===== src/rtl/spectrum_uart_framer.sv =====
// Frames one spectrum per request onto async_transmitter: sync, length, NUM_BINS bins, checksum.
// Define FRAMER_CSUM_EN to append the XOR checksum byte; otherwise the frame ends after the last bin.
module spectrum_uart_framer #(
  parameter int unsigned NUM_BINS  = 32,
  parameter int unsigned ADDR_W    = 5,
  parameter logic [7:0]  SYNC_BYTE = 8'hA5
) (
  input  logic              clk,
  input  logic              rst,
  input  logic              frame_req,
  output logic [ADDR_W-1:0] bin_addr,
  input  logic [7:0]        bin_data,
  output logic              tx_start,
  output logic [7:0]        tx_data,
  input  logic              tx_busy,
  output logic              busy,
  output logic              done
);

  typedef enum logic [2:0] {
    StIdle, StSend, StAccept, StDrain, StFetchAddr, StFetchCap, StCsum, StFin
  } state_e;

  // Kind of the byte currently held in byte_q / in flight on the transmitter.
  typedef enum logic [1:0] {KindSync, KindData, KindCsum} kind_e;

  localparam logic [7:0]  LenByte    = 8'(NUM_BINS);
  localparam logic [ADDR_W:0] NumBinsIdx = NUM_BINS[ADDR_W:0];
  localparam logic [ADDR_W:0] IdxOne     = {{ADDR_W{1'b0}}, 1'b1};

  state_e            state_q, state_d;
  kind_e             kind_q, kind_d;
  logic [7:0]        byte_q, byte_d;
  logic [ADDR_W:0]   idx_q, idx_d;
  logic [ADDR_W-1:0] bin_addr_q, bin_addr_d;
  logic              tx_start_q, tx_start_d;
  logic [7:0]        tx_data_q, tx_data_d;
  logic              busy_q, busy_d;
  logic              done_q, done_d;
`ifdef FRAMER_CSUM_EN
  logic [7:0]        csum_q, csum_d;
`endif

  always_comb begin
    state_d    = state_q;
    kind_d     = kind_q;
    byte_d     = byte_q;
    idx_d      = idx_q;
    bin_addr_d = bin_addr_q;
    tx_start_d = 1'b0;
    tx_data_d  = tx_data_q;
    busy_d     = busy_q;
    done_d     = 1'b0;
`ifdef FRAMER_CSUM_EN
    csum_d     = csum_q;
`endif
    unique case (state_q)
      StIdle: begin
        if (frame_req) begin
          byte_d  = SYNC_BYTE;
          kind_d  = KindSync;
          idx_d   = '0;
          busy_d  = 1'b1;
          state_d = StSend;
`ifdef FRAMER_CSUM_EN
          csum_d  = 8'h00;
`endif
        end
      end
      StSend: begin
        if (!tx_busy) begin
          tx_start_d = 1'b1;
          tx_data_d  = byte_q;
          state_d    = StAccept;
        end
      end
      StAccept: state_d = StDrain;
      StDrain: begin
        if (!tx_busy) begin
          unique case (kind_q)
            KindSync: begin
              byte_d  = LenByte;
              kind_d  = KindData;
              state_d = StSend;
`ifdef FRAMER_CSUM_EN
              csum_d  = csum_q ^ LenByte;
`endif
            end
            KindData: begin
              // idx_q counts bins already captured; it reaches NUM_BINS after the last one.
              if (idx_q < NumBinsIdx) begin
                bin_addr_d = idx_q[ADDR_W-1:0];
                state_d    = StFetchAddr;
              end else begin
`ifdef FRAMER_CSUM_EN
                state_d = StCsum;
`else
                state_d = StFin;
`endif
              end
            end
            KindCsum: state_d = StFin;
            default:  state_d = StIdle;
          endcase
        end
      end
      StFetchAddr: state_d = StFetchCap;
      StFetchCap: begin
        byte_d  = bin_data;
        idx_d   = idx_q + IdxOne;
        state_d = StSend;
`ifdef FRAMER_CSUM_EN
        csum_d  = csum_q ^ bin_data;
`endif
      end
`ifdef FRAMER_CSUM_EN
      StCsum: begin
        byte_d  = csum_q;
        kind_d  = KindCsum;
        state_d = StSend;
      end
`endif
      StFin: begin
        done_d  = 1'b1;
        busy_d  = 1'b0;
        state_d = StIdle;
      end
      default: state_d = StIdle;
    endcase
  end

  always_ff @(posedge clk) begin
    if (rst) begin
      state_q    <= StIdle;
      kind_q     <= KindSync;
      byte_q     <= 8'h00;
      idx_q      <= '0;
      bin_addr_q <= '0;
      tx_start_q <= 1'b0;
      tx_data_q  <= 8'h00;
      busy_q     <= 1'b0;
      done_q     <= 1'b0;
`ifdef FRAMER_CSUM_EN
      csum_q     <= 8'h00;
`endif
    end else begin
      state_q    <= state_d;
      kind_q     <= kind_d;
      byte_q     <= byte_d;
      idx_q      <= idx_d;
      bin_addr_q <= bin_addr_d;
      tx_start_q <= tx_start_d;
      tx_data_q  <= tx_data_d;
      busy_q     <= busy_d;
      done_q     <= done_d;
`ifdef FRAMER_CSUM_EN
      csum_q     <= csum_d;
`endif
    end
  end

  assign bin_addr = bin_addr_q;
  assign tx_start = tx_start_q;
  assign tx_data  = tx_data_q;
  assign busy     = busy_q;
  assign done     = done_q;

endmodule


===== config.mk =====
export PLATFORM = sky130hd
export DESIGN_NAME = spectrum_uart_framer
export DESIGN_NICKNAME = d
export VERILOG_FILES = /design/src/rtl/spectrum_uart_framer.sv
export SDC_FILE = /design/constraint.sdc
export NUM_CORES = 1
export LEC_CHECK = 0
export ABC_AREA = 1
export CELL_PAD_IN_SITES_DETAIL_PLACEMENT = 0
export CELL_PAD_IN_SITES_GLOBAL_PLACEMENT = 1
export CORE_AREA = 2 2 68 70
export CTS_CLUSTER_SIZE = 30
export DETAILED_ROUTE_END_ITERATION = 8
export DIE_AREA = 0 0 70 72
export GPL_TIMING_DRIVEN = 0
export HOLD_SLACK_MARGIN = 0.02
export PLACE_DENSITY = 0.75
export SLEW_MARGIN = 20
export SYNTH_ARGS = -nofsm -noshare
export SYNTH_HDL_FRONTEND = slang
export SYNTH_SLANG_ARGS = --single-unit

===== constraint.sdc =====
create_clock -name clk -period 1.35 [get_ports clk]
set_input_delay 0.135 -clock clk [delete_from_list [all_inputs] [get_ports clk]]
set_output_delay 0.135 -clock clk [all_outputs]
set_load 0.05 [all_outputs]

==> results.cfg <==
[logic_synthesis]
ys_warn_count = 0
synth_edf_count = 0
syn_area_per_cell_um2 = 7.30
synth_seq_cells = 34
netlist_area_mm2 = 0.00154
yosysMostFrequentCell = nand2_1
synth.distinct_cells = 25
synth_area_leaders = dfxtp_1, nand2_1, nor2_1
ys_seq_area_share_pct = 44.2
synth_cells = 211
netlist.area_leader.share_pct = 44.2
async_flop_share_pct = 0
syn_nets = 224
netlist_top_cells_count = nand2_1, dfxtp_1, nor2_1, a21oi_1, inv_1
yosysTopAreaCell = dfxtp_1
ys.flop_type = dfxtp_1

[global_route]
first_global_vias = 1301
grt_first_pass_wirelength_mm = 5.91
grt_overflow = 0
antenna_found_initial = 0
grt_use_total_pct = 14.7
grt_max_degree = 11

[floorplan]
core_region_area_mm2 = 0.00426
die_x_um = 70
rows = 24
die_h_um = 72
initial_core_util_pct = 36.1
io_pins = 28
die-area_mm2 = 0.00504

[detailed_routing]
remaining_drc_errors = 0
drtIter0Drc = 73
drt_wl_total_mm = 3.44
via_count = 1387
dr.pass1.iters = 4
ant_nets = 0
routed_via_density = 4.62
wl_per_cell_um = 11.5

[hold_path]
worstHoldPathType = in2reg

[clock_tree]
clock-root-buffer = clkbuf_8
cts.sinks = 34
clock_path_buffers = 2
cts-htree-levels = 2
postCtsHoldBufs = 0
cts_tree = built
clk_pin_slew_ps = 80
clock_latency_ps = 290
cts-buffers-inserted = 5

[final_layout]
area_growth_pct = 32.4
nFillCells = 451
layout-drive-gt1-share_pct = 14.9
multi_input_area_um2 = 782
seqCellArea_um2 = 683
antenna_cells = 0
finalNetCount = 260

[setup_path]
end_kind = output port
cp.arrival_ps = 1150
setup.worst_path.class = reg2out
critical_path.top_delay_family = buffers and inverters
path_cells = dlygate4sd2_1
crit_slowest_cell = dlygate4sd2_1
cp.required_ps = 1220
path_max_fanout = 2
cpPeakStageDelay_ps = 530
cp-start-kind = flop
crit_buf_inv = 1

[timing]
fmax_ghz = 0.781
finClkSkew_ps = 9.81
setup_viol = 0
slew_viol_final = 0
rsz0062_at_grt = true
worst_pin_slew_ps = 495
relSlewSlack_pct = 67.1
period_share_pct = 94.9
hold_viol = 0
fin_hold_ws_ps = 441
period_minus_slack_ps = 1280

[flow_run]
maxCapViolations = 0

[pwr]
finalPower_mw = 2.52
irDropWorstVdd_uv = 489
p_leak_nw = 0.921
pwr_density_cell_mw_per_mm2 = 1230

[place]
gp_congestion = 0.783
port_buffers = 27
hpwl_mm = 2.39

[outcome]
status = complete, no violations
==> routing by layer <==
layer / vias up / GRT usage [%] / share of wire, %
li1: 753 / - / -
met1: 603 / 18.9 / 51
met2: 25 / 23.4 / 43
met3: 6 / 4.31 / 3.5
met4: 0 / 6.20 / 1.8
met5: - / 0 / 0
==> cell families (layout without fill, tap and decap cells) <==
group | after synthesis | after routing | synth area share [%]
XOR/XNOR | 1 | 1 | 0.569
adder cells (fa/ha/maj) | 1 | 1 | 0.812
AO/OA/AOI/OAI | 38 | 38 | 13.3
buffers and inverters | 30 | 67 | 8.37
flip-flops | 34 | 34 | 44.2
AND/OR/NAND/NOR | 107 | 107 | 32.7
==> cells in the final DEF, fill, tap and decap left out, drive strengths merged <==
cell,n
a21oi,20
buf,6
clkbuf,10
clkdlybuf4s50,11
dfxtp,34
dlygate4sd2,16
ha,1
inv,24
nand2,45
nand3,12
nand3b,1
nand4,10
nor2,37
nor3,1
o21ai,18
or2,1
xor2,1
==> area by class of cell <==
class | instances | area share [%]
Tap cell | 52 | 3.19
Timing Repair Buffer | 29 | 13.0
Multi-Input combinational cell | 147 | 38.3
Sequential cell | 34 | 33.5
Inverter | 24 | 4.42
Clock buffer | 8 | 5.40
Buffer | 6 | 2.15
==> path summary, 6_finish.rpt <==
kind / to / slack, ps / cells after the start / start
max: busy / 70 / 1 / busy
min reg2reg: bin_addr[4] / 440 / 2 / bin_addr[4]
max reg2reg: byte_q[0] / 80 / 8 / state_q[0]
min: idx_q[5] / 440 / 2 / rst
==> per-stage QoR <==
stage	TNS [ps]	worst slack (ps)	cells	util [%]	area, µm²
CTS	0	22.7	298	46.1	1970
finish	0	69.0	300	47.8	2040
global placement	-3240	-194	290	44.0	1880
global route	-52.0	-21.6	300	47.8	2040
detailed placement	-3010	-183	290	44.0	1880
floorplan	0	213	211	-	1540
==> where the power goes <==
part	switching, mW	total (mW)	internal [mW]
combinational	0.332	0.508	0.177
sequential	0.0335	1.11	1.08
clock	0.383	0.898	0.515
==> state kept, by name, summed over array words and instances, names as in the netlist <==
| name | count |
|---|---|
| bin_addr | 5 |
| busy | 1 |
| byte_q | 8 |
| done | 1 |
| idx_q | 6 |
| kind_q | 1 |
| state_q | 3 |
| tx_data | 8 |
| tx_start | 1 |
==> timing repair <==
| item | in CTS | in global routing |
|---|---|---|
| resized for setup | 16 | 13 |
| pin swaps | 0 | 1 |
| buffers inserted | 0 | 2 |
| endpoints found under the setup margin | 16 | 21 |
| hold endpoints to repair | 0 | 0 |
Note: power is estimated with default switching activity, not from simulation.
